### config.mk
export PLATFORM = sky130hd
export DESIGN_NAME = mmio_map
export DESIGN_NICKNAME = d
export VERILOG_FILES = /design/src/rtl/mmio_map.sv
export SDC_FILE = /design/constraint.sdc
export NUM_CORES = 2
export LEC_CHECK = 0
export ABC_CLOCK_PERIOD_IN_PS = 4900
export CAP_MARGIN = 25
export CORE_MARGIN = 2
export CORE_UTILIZATION = 30
export DETAILED_ROUTE_END_ITERATION = 12
export GPL_ROUTABILITY_DRIVEN = 1
export REMOVE_ABC_BUFFERS = 1
export SETUP_SLACK_MARGIN = 0.2
export SLEW_MARGIN = 0
export SYNTH_ARGS = -nofsm -noshare
export SYNTH_HDL_FRONTEND = slang
export SYNTH_SLANG_ARGS = --single-unit
### constraint.sdc
create_clock -name clk -period 4.9 [get_ports clk]
set_clock_uncertainty 0.05 [all_clocks]
set_input_delay 1.225 -clock clk [delete_from_list [all_inputs] [get_ports clk]]
set_output_delay 1.225 -clock clk [all_outputs]
set_load 0.01 [all_outputs]
### src/rtl/mmio_map.sv
// Word-addressed MMIO map: general RAM, per-channel streaming input FIFOs with
// data/status ports, and output registers with one-cycle update pulses.
module mmio_fifo #(
  parameter int DATA_W = 32,
  parameter int DEPTH  = 4
) (
  input  logic              clk,
  input  logic              reset,
  input  logic              push,
  input  logic [DATA_W-1:0] din,
  input  logic              pop,
  input  logic              clr_ovf,
  output logic [DATA_W-1:0] head,
  output logic [7:0]        cnt,
  output logic              full,
  output logic              empty,
  output logic              ovf
);
  localparam int PW = (DEPTH > 1) ? $clog2(DEPTH) : 1;
  localparam int CW = PW + 1;

  logic [DATA_W-1:0] mem [DEPTH];
  logic [PW-1:0]     wp, rp;
  logic [CW-1:0]     count;
  logic              push_ok, pop_ok;

  assign full    = count == CW'(DEPTH);
  assign empty   = count == '0;
  assign push_ok = push && !full;
  assign pop_ok  = pop && !empty;
  assign head    = empty ? '0 : mem[rp];
  assign cnt     = 8'(count);

  always_ff @(posedge clk)
    if (push_ok) mem[wp] <= din;

  // DEPTH is a power of two, so pointers wrap naturally.
  always_ff @(posedge clk or negedge reset)
    if (!reset) begin
      wp    <= '0;
      rp    <= '0;
      count <= '0;
      ovf   <= 1'b0;
    end else begin
      if (push_ok) wp <= wp + PW'(1);
      if (pop_ok)  rp <= rp + PW'(1);
      count <= count + CW'(push_ok) - CW'(pop_ok);
      // A drop while full sets overflow even if a pop frees space this cycle.
      if (push && full)  ovf <= 1'b1;
      else if (clr_ovf)  ovf <= 1'b0;
    end
endmodule

module mmio_map #(
  parameter int DATA_W = 32,
  parameter int ADDR_W = 6,
  parameter int N_IN   = 2,
  parameter int N_OUT  = 2,
  parameter int FIFO_D = 4
) (
  input  logic                    clk,
  input  logic                    reset,
  input  logic [ADDR_W-1:0]       addr,
  input  logic [DATA_W-1:0]       wdata,
  input  logic                    we,
  input  logic                    re,
  output logic [DATA_W-1:0]       rdata,
  input  logic [N_IN*DATA_W-1:0]  in_data,
  input  logic [N_IN-1:0]         in_valid,
  output logic [N_IN-1:0]         in_ready,
  output logic [N_OUT*DATA_W-1:0] out_data,
  output logic [N_OUT-1:0]        out_upd
);
  localparam int MAP_SZ   = 2**ADDR_W;
  localparam int OUT_BASE = MAP_SZ - N_OUT;
  localparam int IN_BASE  = OUT_BASE - 2*N_IN;

  logic [DATA_W-1:0]             ram [IN_BASE];
  logic                          ram_sel;
  logic [N_IN-1:0]               dsel, ssel, empty, full, ovf;
  logic [N_IN-1:0][DATA_W-1:0]   head;
  logic [N_IN-1:0][7:0]          cnt;
  logic [N_OUT-1:0]              osel;
  logic [N_OUT-1:0][DATA_W-1:0]  oreg;

  assign ram_sel  = int'(addr) < IN_BASE;
  assign in_ready = ~full;

  for (genvar i = 0; i < N_IN; i++) begin : g_ch
    localparam int DA = IN_BASE + 2*i;
    assign dsel[i] = int'(addr) == DA;
    assign ssel[i] = int'(addr) == DA + 1;

    mmio_fifo #(.DATA_W(DATA_W), .DEPTH(FIFO_D)) u_fifo (
      .clk     (clk),
      .reset   (reset),
      .push    (in_valid[i]),
      .din     (in_data[i*DATA_W +: DATA_W]),
      .pop     (re && dsel[i]),
      .clr_ovf (we && ssel[i] && wdata[2]),
      .head    (head[i]),
      .cnt     (cnt[i]),
      .full    (full[i]),
      .empty   (empty[i]),
      .ovf     (ovf[i])
    );
  end

  for (genvar j = 0; j < N_OUT; j++) begin : g_out
    assign osel[j] = int'(addr) == OUT_BASE + j;
    assign out_data[j*DATA_W +: DATA_W] = oreg[j];
  end

  always_ff @(posedge clk)
    if (we && ram_sel) ram[addr] <= wdata;

  always_ff @(posedge clk or negedge reset)
    if (!reset) begin
      oreg    <= '0;
      out_upd <= '0;
    end else begin
      out_upd <= we ? osel : '0;
      for (int j = 0; j < N_OUT; j++)
        if (we && osel[j]) oreg[j] <= wdata;
    end

  always_comb begin
    rdata = '0;
    if (ram_sel) rdata = ram[addr];
    for (int i = 0; i < N_IN; i++) begin
      if (dsel[i]) rdata = head[i];
      if (ssel[i]) begin
        rdata[0]    = !empty[i];
        rdata[1]    = full[i];
        rdata[2]    = ovf[i];
        rdata[15:8] = cnt[i];
      end
    end
    for (int j = 0; j < N_OUT; j++)
      if (osel[j]) rdata = oreg[j];
  end
endmodule

Word level (Yosys, flattened, before mapping)

Memories as Yosys holds them, arrays and structs flattened.
Index checks and enable logic that the tools add are counted.
W data, S select, Z words.

Add/sub/neg operators: 8
Bitwise gates (word level): 1
Eq/ne operators: 8
Order comparisons: 1
Multiplexer cells: 22
Reduce and logical (&&, ||, !) cells: 23

Operators by type and width:

| kind                  | number |
|---|---|
| $mux W32              | 7 |
| $mux W8               | 2 |
| $logic_and A1 B1 Y1   | 15 |
| $eq A6 B3 Y1 const B  | 2 |
| $eq A6 B4 Y1 const B  | 2 |
| $mux W1               | 10 |
| $add A2 B1 Y2 const B | 4 |
| $add A3 B1 Y3         | 2 |
| $eq A3 B3 Y1 const B  | 2 |
| $eq A6 B1 Y1 const B  | 1 |
| $eq A6 B2 Y1 const B  | 1 |
| $logic_not A3 Y1      | 2 |
| $lt A6 B6 Y1 const B  | 1 |
| $mux W3               | 2 |
| $sub A3 B1 Y3         | 2 |
| $logic_not A1 Y1      | 4 |
| $reduce_bool A2 Y1    | 2 |
| $mux W2               | 1 |
| $not A2 Y2            | 1 |

Memory bits (writable): 2,112
Flip-flop bits (word level): 82
Memories: 3
Output and inout port bits: 100

Memory list:

| memory             | words | width | rd ports | clocked after Yosys merged registers in | write ports | line | text |
|---|---|---|---|---|---|---|---|
| ram                | 58    | 32    | 1        | 0                                       | 1           | 78   | `logic [DATA_W-1:0] ram [IN_BASE];` |
| g_ch[0].u_fifo.mem | 4     | 32    | 1        | 0                                       | 1           | 22   | `logic [DATA_W-1:0] mem [DEPTH];` |
| g_ch[1].u_fifo.mem | 4     | 32    | 1        | 0                                       | 1           | 22   |  |

Longest topological paths before layout

Word-level depth: 8
Depth in mapped cells: 13
Mapped depth without buffers: 9

Cells and area by module

Synthesis repeated with hierarchy kept, for this count alone.

Cell total of the unflattened synthesis: 4,006
Area total of the unflattened synthesis: 85,165.4 um^2

Modules (own cells, without submodules):

| module    | times used | area an instance (um^2) | cells each |
|---|---|---|---|
| mmio_map  | 1          | 74,475.2                | 3,508 |
| mmio_fifo | 2          | 5,345.1                 | 249 |

Least setup slack after synthesis

Ideal clock, no wire load.

Kind: input port to flip-flop
Start point: input port addr[0]
End point: memory ram[3][0] (enable)
Stages: 8
Setup time: 0.501 ns
Required time: 4.349 ns
Path buffers: 6
Arrival time: 5.648 ns
Path slack: -1.299 ns
Path through: buf_6 buf_4 buf_4 buf_4 buf_4 buf_2 nand2_1 nor4_1

Word-level cells in the longest chain between the ends: 4

Ends and longest elaborated chain:

| what                          | line | text |
|---|---|---|
| start: declaration            | 63   | `input logic [ADDR_W-1:0] addr,` |
| $lt A6 B6 Y1                  | 86   | `assign ram_sel = int'(addr) < IN_BASE;` |
| $logic_and A1 B1 Y1           | 115  | `if (we && ram_sel) ram[addr] <= wdata;` |
| $mux W1                       | 115  |  |
| $mux W1 (not written as such) | 115  |  |
| end: declaration              | 78   |  |

Parallel ways exist; a longest one is shown, timed or not.

Final worst setup path

Start point: input port addr[0]
End point: output port rdata[29]

Word-level cells in the longest chain between the ends: 6
Elaborated cells on any way between the ends: 11
Those cells by class: order compare (1); eq/ne (4); mux (5); memory (1)

Ends and longest elaborated chain:

| what                                                   | line | text |
|---|---|---|
| $mem_v2 Z58 W32 / $lt A6 B6 Y1 (equally long branches) | -    |  |
| $mux W32                                               | 129  | `if (ram_sel) rdata = ram[addr];` |
| $mux W32 (2 in series)                                 | 131  | `if (dsel[i]) rdata = head[i];` |
| $mux W32                                               | 140  | `if (osel[j]) rdata = oreg[j];` |
| $mux W32 (*)                                           | 140  |  |
| end: declaration                                       | 67   | `output logic [DATA_W-1:0] rdata,` |

Mark *: on every way between the ends. The rest lies on a longest branch, timed or not.

==> results.py <==
metrics = {
    "run_status": {
        "run_status": "finished, violations left",
        "violations": "setup timing",
    },
    "sta": {
        "slew_violations": 0,
        "rsz0062_at_grt": "yes",
        "max_freq_mhz": 187.1,
        "finalSetupViolations": 28,
        "worst_slew_pin_slew_ns": 1.064,
        "period_needed_ns": 5.346,
        "min_period_over_period_pct": 109.1,
        "final_hold_viol_count": 0,
        "fin_ws_ns": -0.4457,
        "slew_headroom_pct": 29.10,
    },
    "yosys": {
        "synthArstFlopShare_pct": 3.737,
        "synth_top_family_by_area": "multiplexers",
        "ys_seq_area_share_pct": 77.21,
        "ys.flop_type": "edfxtp_1",
        "synth_xor_area_share_pct": 0.1033,
        "synth_adder_area_share_pct": 0.2243,
        "synth_mux_area_share_pct": 14.57,
        "synth_cells": 4051,
        "synth_compound_area_share_pct": 4.050,
        "syn_area_um2": 84790,
        "synth_cell_type_count": 70,
        "avgSynthCellArea_um2": 20.93,
        "ys_ff_latch": 2194,
        "synth_edf_count": 2112,
        "synth_simple_gate_area_share_pct": 2.326,
        "yosys_warnings": 0,
    },
    "min_path": {
        "hp-class": "input port to async pin",
    },
    "setup_path": {
        "crit_type": "input port to output port",
        "arrival_ns": 4.07,
        "slowest_stage": "mux4_2",
        "cp-start-kind": "input port",
        "cp_cell_sequence": "buf_16 > buf_12 > buf_6 > buf_6 > mux4_2 > a22oi_2 > buf_4 > and3_4 > nand3_2 > buf_6 > nor4_4 > buf_4 > o211ai_1 > buf_2",
        "crit_path_max_incr_delay_ns": 0.55,
        "r2r.worst_path.cells": 10,
        "r2r_start": "g_ch[0].u_fifo.count[2]",
        "cp.required_ns": 3.62,
        "critPathMostFrequentCell": "buf_6",
        "cp_max_fo": 5,
        "cp-end-kind": "output port",
        "startpoint": "addr[0]",
    },
    "routing": {
        "wl_met3_mm": 26.33,
        "wl_met2_mm": 131.6,
        "wl_per_cell_um": 30.66,
        "viasPerCell": 5.340,
        "dr.pass1.iters": 5,
        "drt_iter0_markers": 6472,
        "vias": 48200,
        "route.detailed.drc": 0,
        "drt-met1-wl_mm": 109.2,
        "postRouteAntennaNets": 0,
        "maxUsedRoutingLayer": "met5",
        "drt-total-wl_mm": 276.7,
    },
    "finish": {
        "nets": 5218,
        "layout-drive-gt1-share_pct": 40.02,
        "final_cell_area_um2": 108700,
        "syn_to_final_growth_pct": 28.19,
    },
    "floorplanning": {
        "pin_count": 208,
        "die_x_um": 535.6,
        "fp.dieH_um": 535.6,
        "start_util_pct": 30.09,
        "core_area_um2": 281800,
        "std_cell_rows": 195,
        "die_area_um2": 286900,
    },
    "place": {
        "place_ws_ns": -1.219,
        "routabilityCongestion": 0.8710,
        "port-buffer-count": 207,
        "dp_hpwl_mm": 173.5,
        "placed_cell_area_um2": 97210,
    },
    "clock_network": {
        "cts_tree": "built",
        "cts_buffer_depth": 3,
        "ctsHoldBuffers": 0,
        "numCtsBuffers": 219,
        "clk_pin_slew_worst_paths_ns": 0.06,
        "clock-root-buffer": "clkbuf_16",
        "numClockSinks": 2194,
        "clk_latency_ns": 0.86,
        "h-tree-depth": 4,
    },
    "grt": {
        "antenna_found_initial": 31,
        "grt_max_degree": 61,
        "grt_use_total_pct": 18.75,
        "grt_pass1_wl_mm": 378.3,
        "grt-ovfl-total": 0,
        "grt_pass1_vias": 47510,
    },
    "job": {
        "cap_violations": 0,
    },
    "power_and_ir_drop": {
        "power_leakage_nw": 35.81,
        "ir_worst_vdd_v": 0.0003242,
        "power_density_nw_per_um2": 390.2,
        "p_total_w": 0.04241,
    },
}
-- power by group --
part	internal [W]	switching [W]	leakage [nW]
clock	0.00915	0.00710	3.37
sequential	0.0213	0.000262	20.1
combinational	0.00203	0.00260	12.3
total	0.0324	0.00996	35.8
-- worst max-delay path: cells and delay by family --
kind            cells  cell delay (ns)
mux                 1             0.55
compound gates      2             0.31
buf+inv             8             1.17
simple gates        3             0.76
-- cell usage in the layout, fill, tap and decap left out, types with 44 or more instances in the layout --
cell type,instances
a22oi_1,52
a22oi_2,44
buf_12,130
buf_4,587
buf_6,108
clkbuf_1,55
clkbuf_16,227
clkdlybuf4s50_1,136
dfrtp_1,80
edfxtp_1,2112
mux2_2,137
mux2i_1,153
mux4_2,404
nand2_1,116
nor2_4,52
o22ai_1,50
-- worst paths after layout --
| check | slack, ns | endpoint |
|---|---|---|
| min in group clk | 0.45 | g_ch[1].u_fifo.ovf |
| max in group asynchronous | 3.39 | g_ch[1].u_fifo.rp[0] |
| max | -0.45 | rdata[29] |
| min | 0.42 | out_upd[0] |
| max reg2reg | 1.92 | g_ch[0].u_fifo.count[2] |
| min reg2reg | 0.45 | g_ch[1].u_fifo.ovf |
-- sequential cells by signal, summed over array words and instances, names as in the netlist --
| name | count |
|---|---|
| g_ch.u_fifo.ovf | 2 |
| g_ch.u_fifo.wp | 4 |
| ram | 1856 |
| g_ch.u_fifo.count | 6 |
| g_ch.u_fifo.mem | 256 |
| out_data | 64 |
| out_upd | 2 |
| g_ch.u_fifo.rp | 4 |
-- per-stage QoR --
step / hold slack (ns) / TNS, ns / cells / utilization [%]
CTS: 0.3751 / -5.603 / 8912 / 37.81
detailed placement: 0.4342 / -26.35 / 8433 / 34.50
global route: 0.4361 / -5.377 / 9015 / 38.56
floorplan: 0.4166 / -143.65 / 3811 / -
global placement: 0.4294 / -28.30 / 8430 / 34.48
finish: 0.4155 / -4.310 / 9025 / 38.57
-- per-layer routing --
| layer | up-vias | GRT usage, % |
|---|---|---|
| li1 | 19180 | - |
| met1 | 26030 | 24.98 |
| met2 | 2542 | 30.30 |
| met3 | 428 | 4.349 |
| met4 | 14 | 6.002 |
| met5 | - | 0 |
-- what timing repair did --
action | CTS | global route
cloned | 14 | 6
resized for setup | 441 | 268
setup endpoints to repair | 32 | 32
pin swaps | 88 | 99
setup buffers | 70 | 91
-- Yosys cell counts (13+ instances only) --
| library cell | n | share of area [%] |
|---|---|---|
| edfxtp_1 | 2112 | 75 |
| mux4_2 | 404 | 11 |
| mux2i_1 | 162 | 1.9 |
| mux2_2 | 145 | 1.9 |
| nand2_1 | 132 | 0.58 |
| clkbuf_1 | 107 | 0.47 |
| a22oi_1 | 96 | 0.85 |
| dfrtp_1 | 82 | 2.4 |
| nor2_1 | 75 | 0.33 |
| o22ai_1 | 61 | 0.45 |
| buf_2 | 60 | 0.35 |
| a21oi_1 | 45 | 0.27 |
| nand3_1 | 45 | 0.27 |
| a211oi_1 | 44 | 0.39 |
| buf_4 | 44 | 0.39 |
| o21ai_0 | 38 | 0.22 |
| a221oi_1 | 33 | 0.34 |
| nor2b_1 | 29 | 0.21 |
| a2111oi_0 | 25 | 0.26 |
| a222oi_1 | 25 | 0.30 |
| nand4_1 | 22 | 0.16 |
| o211ai_1 | 22 | 0.19 |
| buf_1 | 20 | 0.089 |
| and3_1 | 18 | 0.13 |
| inv_1 | 18 | 0.080 |
| nor4_1 | 16 | 0.12 |
| and2_1 | 13 | 0.096 |
-- logic make-up (layout without fill, tap and decap cells) --
kind of cell,count (synthesis),in the layout
DFF,2194,2194
muxes,711,711
AOI/OAI and AO/OA,464,464
and+or+nand+nor,398,398
buffers and inverters,260,1479
adders and majority gates,14,14
xor gates and xnor gates,10,10
other,0,12
-- area by class of cell --
type,count,area (um^2)
inverters,20,82.58
well taps,3743,4683
repair buffers,1064,11180
multi-input cells,1597,20360
flip-flops and latches,2194,65480
clock inverters,113,1064
diodes,12,30.03
clock buffers,282,5819
fillers,25130,173100
No activity file was read; power rests on OpenSTA's default activity.
